<file path="config.mk">
export PLATFORM = sky130hd
export DESIGN_NAME = wb_b3_arbiter
export DESIGN_NICKNAME = d
export VERILOG_FILES = /design/src/rtl/wb_b3_arbiter.sv
export SDC_FILE = /design/constraint.sdc
export NUM_CORES = 1
export LEC_CHECK = 0
export CAP_MARGIN = 20
export CORE_AREA = 2 2 172 174
export DETAILED_ROUTE_END_ITERATION = 16
export DIE_AREA = 0 0 174 176
export GPL_TIMING_DRIVEN = 1
export SETUP_SLACK_MARGIN = 0.05
export SKIP_CTS_REPAIR_TIMING = 1
export SYNTH_ARGS = -nofsm -noshare
export SYNTH_HDL_FRONTEND = slang
export SYNTH_SLANG_ARGS = --single-unit
</file>
<file path="constraint.sdc">
create_clock -name clock -period 3.3 [get_ports clock]
set_clock_uncertainty 0.1 [all_clocks]
set_input_delay 0.33 -clock clock [delete_from_list [all_inputs] [get_ports clock]]
set_output_delay 0.33 -clock clock [all_outputs]
set_load 0.01 [all_outputs]
</file>
<file path="src/rtl/wb_b3_arbiter.sv">
// wb_b3_arbiter
//   Round-robin arbiter that shares one Wishbone B3 slave port among
//   NUM_MASTERS masters. A master owns the bus for as long as it holds
//   m_cyc, so whole bus cycles, including bursts of transfers, are granted.
//
// Ports
//   clock, reset     bus clock; asynchronous active-high reset
//   m_cyc/m_stb/m_we per-master request, strobe and write enable
//   m_adr/m_dat_w/m_sel  packed per-master address, write data, byte select
//                    (master i at [i*W +: W])
//   m_dat_r          slave read data, broadcast to every master
//   m_ack/m_err/m_rty  per-master responses, only the owner's bit can be set
//   s_*              single slave port driven by the current owner
//   grant            one-hot current owner, zero when idle
//   busy             high while a master owns the bus
//
// Optional feature
//   WB_ARB_TIMEOUT_EN  when defined, a stalled strobe is terminated with a
//                      one-cycle m_err after TIMEOUT_CYCLES stalled cycles.
//                      When undefined a stalled slave holds the bus forever.

module wb_b3_arbiter #(
    parameter int NUM_MASTERS    = 4,
    parameter int ADDR_WIDTH     = 32,
    parameter int DATA_WIDTH     = 32,
    parameter int SELECT_WIDTH   = 4,
    parameter int TIMEOUT_CYCLES = 255
) (
    input  logic                                clock,
    input  logic                                reset,
    input  logic [NUM_MASTERS-1:0]              m_cyc,
    input  logic [NUM_MASTERS-1:0]              m_stb,
    input  logic [NUM_MASTERS-1:0]              m_we,
    input  logic [NUM_MASTERS*ADDR_WIDTH-1:0]   m_adr,
    input  logic [NUM_MASTERS*DATA_WIDTH-1:0]   m_dat_w,
    input  logic [NUM_MASTERS*SELECT_WIDTH-1:0] m_sel,
    output logic [DATA_WIDTH-1:0]               m_dat_r,
    output logic [NUM_MASTERS-1:0]              m_ack,
    output logic [NUM_MASTERS-1:0]              m_err,
    output logic [NUM_MASTERS-1:0]              m_rty,
    output logic                                s_cyc,
    output logic                                s_stb,
    output logic                                s_we,
    output logic [ADDR_WIDTH-1:0]               s_adr,
    output logic [DATA_WIDTH-1:0]               s_dat_w,
    output logic [SELECT_WIDTH-1:0]             s_sel,
    input  logic [DATA_WIDTH-1:0]               s_dat_r,
    input  logic                                s_ack,
    input  logic                                s_err,
    input  logic                                s_rty,
    output logic [NUM_MASTERS-1:0]              grant,
    output logic                                busy
);

    localparam int IDX_W = (NUM_MASTERS > 1) ? $clog2(NUM_MASTERS) : 1;

    typedef enum logic {IDLE, GRANT} state_t;

    state_t                 state, state_next;
    logic [NUM_MASTERS-1:0] grant_q, grant_next;
    // last_ptr doubles as the owner index while in GRANT
    logic [IDX_W-1:0]       last_ptr, last_ptr_next;
    logic [IDX_W-1:0]       cand;
    logic                   found;
    logic                   timeout_hit;

    // State, grant and round-robin pointer registers
    always_ff @(posedge clock or posedge reset) begin
        if (reset) begin
            state    <= IDLE;
            grant_q  <= '0;
            last_ptr <= IDX_W'(NUM_MASTERS - 1);
        end else begin
            state    <= state_next;
            grant_q  <= grant_next;
            last_ptr <= last_ptr_next;
        end
    end

    // Next-state: round-robin search starts just after the previous owner
    always_comb begin
        state_next    = state;
        grant_next    = grant_q;
        last_ptr_next = last_ptr;
        cand          = '0;
        found         = 1'b0;
        case (state)
            IDLE: begin
                for (int k = 1; k <= NUM_MASTERS; k++) begin
                    if (int'(last_ptr) + k >= NUM_MASTERS)
                        cand = IDX_W'(int'(last_ptr) + k - NUM_MASTERS);
                    else
                        cand = IDX_W'(int'(last_ptr) + k);
                    if (!found && m_cyc[cand]) begin
                        found         = 1'b1;
                        state_next    = GRANT;
                        grant_next    = NUM_MASTERS'(1) << cand;
                        last_ptr_next = cand;
                    end
                end
            end
            GRANT: begin
                if (!m_cyc[last_ptr]) begin
                    state_next = IDLE;
                    grant_next = '0;
                end
            end
            default: begin
                state_next = IDLE;
                grant_next = '0;
            end
        endcase
    end

    // Outputs: combinational routing from the registered owner
    always_comb begin
        s_cyc   = 1'b0;
        s_stb   = 1'b0;
        s_we    = 1'b0;
        s_adr   = '0;
        s_dat_w = '0;
        s_sel   = '0;
        m_ack   = '0;
        m_err   = '0;
        m_rty   = '0;
        m_dat_r = s_dat_r;
        grant   = grant_q;
        busy    = (state == GRANT);
        if (state == GRANT) begin
            s_cyc   = m_cyc[last_ptr];
            // A timeout cycle withdraws the strobe so the slave sees no transfer
            s_stb   = m_stb[last_ptr] & ~timeout_hit;
            s_we    = m_we[last_ptr];
            s_adr   = m_adr[int'(last_ptr)*ADDR_WIDTH +: ADDR_WIDTH];
            s_dat_w = m_dat_w[int'(last_ptr)*DATA_WIDTH +: DATA_WIDTH];
            s_sel   = m_sel[int'(last_ptr)*SELECT_WIDTH +: SELECT_WIDTH];
            m_ack[last_ptr] = s_ack;
            m_err[last_ptr] = s_err | timeout_hit;
            m_rty[last_ptr] = s_rty;
        end
    end

`ifdef WB_ARB_TIMEOUT_EN
    localparam int TW = $clog2(TIMEOUT_CYCLES + 1);

    logic [TW-1:0] timeout_count;
    logic          stall;

    // Raw master strobe is used so the stall test does not depend on the
    // gated s_stb it controls.
    assign stall       = (state == GRANT) && m_cyc[last_ptr] && m_stb[last_ptr]
                         && !(s_ack || s_err || s_rty);
    assign timeout_hit = stall && (timeout_count == TW'(TIMEOUT_CYCLES - 1));

    // Stall counter: any response, idle strobe or release restarts it
    always_ff @(posedge clock or posedge reset) begin
        if (reset)
            timeout_count <= '0;
        else if (!stall || timeout_hit)
            timeout_count <= '0;
        else
            timeout_count <= timeout_count + TW'(1);
    end
`else
    logic unused_timeout_cfg;

    assign timeout_hit        = 1'b0;
    assign unused_timeout_cfg = (TIMEOUT_CYCLES == 0);
`endif

endmodule

</file>
Word-level counts from Yosys, hierarchy flattened
Cells that the tools add are included.

word-level totals
  output and inout port bits = 120
  flip-flop bits (word level) = 7

operators by class
  $add $sub $neg = 8
  reductions and logical operators = 10
  multiplexer cells = 54
  bitwise gates (word level) = 4
  shift-type cells = 7
  magnitude comparators = 10
  equal/unequal tests = 2

operator list
  kind                 count
  $shiftx 128x8->32    2
  $mux 32              2
  $mux 4               9
  $mux 2               12
  $mux 1               21
  $shiftx 16x5->4      1
  $shl 1x2->4 const A  4
  $lt 2x3->1 const B   5
  $bmux 1 s2           7
  $and 4x4->4          3
  $ge 3x3->1 const B   3
  $pmux 4 s2           1
  $sub 2x1->2 const B  4
  $add 2x2->3 const B  2
  $ne 5x5->1 const B   1
  $add 2x3->4 const B  1
  $ge 4x3->1 const B   1
  $logic_and 1x1->1    4
  $reduce_and 2->1     2
  $reduce_bool 4->1    1
  $add 2x1->3 const B  1
  $logic_not 1->1      3
  $demux 1 s2          1
  $ge 2x1->1 const B   1
  3 further kinds      3

Longest topological paths before layout
  depth in word-level cells = 20
  depth in mapped cells = 10
  mapped depth without buffers = 8

Worst setup path before layout
No wires, ideal clock.

  kind = register to register
  from = register last_ptr[0]
  to = register grant_q[2], in the netlist grant[2]
  required time = 3.070 ns
  slack = 0.430 ns
  setup time = 0.130 ns
  stages on the path, launching flop included = 11
  data arrival time = 2.639 ns
  cell sequence = dfstp_2 -> buf_2 -> buf_2 -> inv_1 -> ha_1 -> mux4_2 -> nand2b_1 -> ha_1 -> o22ai_1 -> nand2b_1 -> o22ai_1

on the way
  word-level cells in the longest chain between the ends = 20

ends and longest elaborated chain
  item                                                             RTL line  RTL
  from (decl)                                                      62        logic [IDX_W-1:0] last_ptr, last_ptr_next;
  from (signal assigned)                                           72        last_ptr <= IDX_W'(NUM_MASTERS - 1);
  from (signal assigned)                                           76        last_ptr <= last_ptr_next;
  $add 2x1->3                                                      91, 93
  $ge 3x3->1 or $sub 2x1->2 (tied branches)                        90, 91
  $mux 2                                                           90        if (int'(last_ptr) + k >= NUM_MASTERS)
  $mux 2                                                           87        case (state)
  $bmux 1 s2                                                       94        if (!found && m_cyc[cand]) begin
  $mux 1 (not written as such)                                     94
  $mux 1                                                           94
  $mux 1                                                           87
  [4 not listed]                                                   --
  $logic_not 1->1                                                  94
  $logic_and 1x1->1                                                94
  $mux 1                                                           94
  $mux 1                                                           87
  $logic_not 1->1                                                  94
  $logic_and 1x1->1                                                94
  $ne 5x5->1 (no source line) or $mux 4 (tied branches)            --
  $reduce_and 2->1 (no source line) or $pmux 4 s2 (tied branches)  --
  to (signal assigned)                                             75        grant_q <= grant_next;
  to (decl)                                                        60        logic [NUM_MASTERS-1:0] grant_q, grant_next;

Parallel ways exist; a longest one is shown, timed or not. The select of a mux whose other input is x is not followed.
A chain may end at the register's enable or synchronous reset.

Worst setup path after layout
  from = register last_ptr[0]
  to = output s_dat_w[20]

on the way
  word-level cells in the longest chain between the ends = 2

ends and longest elaborated chain
  item               RTL line  RTL
  $shiftx 128x8->32  135       s_dat_w = m_dat_w[int'(last_ptr)*DATA_WIDTH +: DATA_WIDTH];
  $mux 32            129       if (state == GRANT) begin
  to (decl)          45        output logic [DATA_WIDTH-1:0] s_dat_w,

No other way between the ends.

==> summary.txt <==
type of origin of the critical path: register
CTS tree: done
Ports: 441
setup slack after placement: 0.5419 ns
GPL Wtd Cong: 0.8267
first-pass GRT wire length: 25.34 mm
Simple-Gate Fraction of Synth Area: 0.2011
kind of critical path: reg2out
post-synthesis mux area share: 0.5433
XOR/XNOR Fraction of Synth Area: 0
Die Wd: 174 um
FILL cells: 3,067
final wirelength: 17.39 mm
most common cell after layout, fill and taps aside: clkdlybuf4s50_1
Adder-Cell Fraction of Synth Area: 0.02015
Hold Fails Final Rpt: 0
post-route core utilization: 0.2513
largest net degree at the start of global routing: 42
status: complete, no violations
Slew HR: 0.5986
clk_lat worst skew: 0.23 ns
Cell Area, Synth: 3104 um2
Die ar.: 30,620 um2
drt pass-1 iters: 4
gr usage total: 0.1061
FMAX: 334.9 MHz
MaxCap Viol Count: 0
Vias: 3,752
final setup TNS: 0 ns
largest family of logic cells by synthesized area: multiplexers
clock-pin slew on the worst setup and hold paths: 0.04 ns
register area: 186.4 um2
Core ar.: 28,550 um2
Core Rows: 62
Hold WC Path Type: in2async
syn nets: 610
maximum fanout along the worst path: 37
DP HPWL: 14.71 mm
final worst-path cycle share: 0.9049
CTS max path bufs: 2
Yosys reg bits: 7
Synth-to-Final Area Change: 131.1%
Ys Warns: 0
Worst Slack Setup Final: 0.3138 ns
Period minus WS final: 2.986 ns
share of post-route cells with drive strength above 1: 0.1489
Max IR drop VDD: 0.4569 mV
number of diodes: 0
initial antenna violation count: 0
CP Capture Type: primary output
arrival time worst endpoint: 2.56 ns
RSZ-0062 raised after global routing: false
Final Setup Violations: 0
vias in the first global route: 4,030
Worst EP required: 2.87 ns
syn avg cell area: 10.93 um2
wire length per cell: 17.48 um
Starting DRT DRC Count: 130
Compound-Gate Fraction of Synth Area: 0.05240
Inserted Clock Buffers: 3
vias per std cell: 3.771
Antenna Nets Post-Route: 0
Starting Density: 0.1087
CTS sink cnt: 7
NumNets Final: 938
Lkg Pwr: 2.467 nW
Seq/Total Area, Yosys: 0.05723
global-route congestion overflow total: 0
synthesized instance count: 284
CTS Root Cell: clkbuf_16
Multi-input gate area: 2536 um2
worst slew pin tran: 0.6021 ns
Port Buffer Count: 376
DRC violations left: 0
H-tree depth: 1
Final Max Tran Viols: 0
Die Span Y: 176 um
PwrDens: 635.3 nW/um2
Distinct cells, synth: 33
most frequent cells in the layout: 376 x clkdlybuf4s50_1, 73 x mux4_2, 71 x and2_1
-- worst max-delay path, cell delays in order, from the launching register on --
cell             delay [ns]
dfstp_4                0.71
buf_12                 0.28
mux4_2                 0.61
and2_1                 0.18
clkdlybuf4s50_1        0.47
-- synthesized netlist by cell type --
cell type,n,area [um2]
buf_4,33,247.7
o22ai_1,5,31.28
o32ai_1,1,8.760
nand2b_1,4,25.02
dfrtp_1,5,125.1
and2_1,71,444.2
dfstp_2,2,52.55
ha_1,5,62.56
buf_1,6,22.52
nor2b_1,1,6.260
mux4_2,73,1644
a21bo_2,1,10.01
clkbuf_1,11,41.29
inv_1,9,33.78
and3_1,12,75.07
a32oi_1,1,8.760
a32o_1,1,10.01
nand2_1,3,11.26
o21a_1,1,7.510
or3b_2,1,8.760
a22oi_1,1,7.510
nand3_1,1,5.000
nand3b_1,1,7.510
mux2_2,2,22.52
nor2_1,5,18.77
buf_2,9,45.04
a211oi_1,1,7.510
o21ai_0,8,40.04
nor3_4,1,16.27
mux2i_1,2,20.02
nand2_2,1,6.260
a31oi_1,1,6.260
a21oi_1,5,25.02
-- registers in the layout (all words and copies together) (netlist names) --
register and count:
grant 4, last_ptr 2, busy 1
-- routing by layer --
layer / global-route usage / wire length [um] / vias to the layer above
met5: 0 / 0 / -
met4: 0.01471 / 199 / 0
met3: 0.02821 / 1350 / 8
met2: 0.1736 / 8348 / 206
met1: 0.1434 / 7493 / 1815
li1: - / - / 1723
-- cell families after synthesis --
group                      count (synthesis)
AOI/OAI and AO/OA                         26
adders and majority gates                  5
buffers and inverters                     68
DFF                                        7
muxes                                     77
and+or+nand+nor                          101
-- per-stage QoR --
step | instance area (um2) | total power, mW | hold WS (ns) | cells
global route | 7174 | 4.892 | 0.2682 | 995
CTS | 7174 | 4.628 | 0.2421 | 995
detailed placement | 7096 | 4.394 | 0.4121 | 991
floorplan | 3104 | 2.508 | 0.03195 | 284
global placement | 7096 | 4.383 | 0.4209 | 991
finish | 7174 | 4.558 | 0.2317 | 995
-- where the power goes --
part | switching (mW) | internal, mW | leakage, nW
logic | 1.64 | 2.47 | 2.34
registers | 0.102 | 0.137 | 0.0862
clock network | 0.0462 | 0.161 | 0.0382
total | 1.79 | 2.77 | 2.47
-- layout make-up --
class,count,area share
repair buffers,382,0.5378
multi-input cells,209,0.3535
well taps,384,0.06697
flip-flops and latches,7,0.02599
clock buffers,4,0.01099
inverters,9,0.004709
-- path summary, 6_finish.rpt --
path | depth (start not counted) | slack, ns | start | end
min reg2reg | 2 | 0.43 | grant[1]$_DFFE_PP0P_ | grant[1]$_DFFE_PP0P_
max | 4 | 0.31 | last_ptr[0]$_DFFE_PP1P_ | s_dat_w[20]
max in group asynchronous | 2 | 2.60 | reset | last_ptr[0]$_DFFE_PP1P_
min in group clock | 2 | 0.43 | grant[1]$_DFFE_PP0P_ | grant[1]$_DFFE_PP0P_
min | 2 | 0.23 | reset | grant[1]$_DFFE_PP0P_
max reg2reg | 8 | 0.56 | last_ptr[0]$_DFFE_PP1P_ | grant[0]$_DFFE_PP0P_
(Power assumes the default switching activity.)
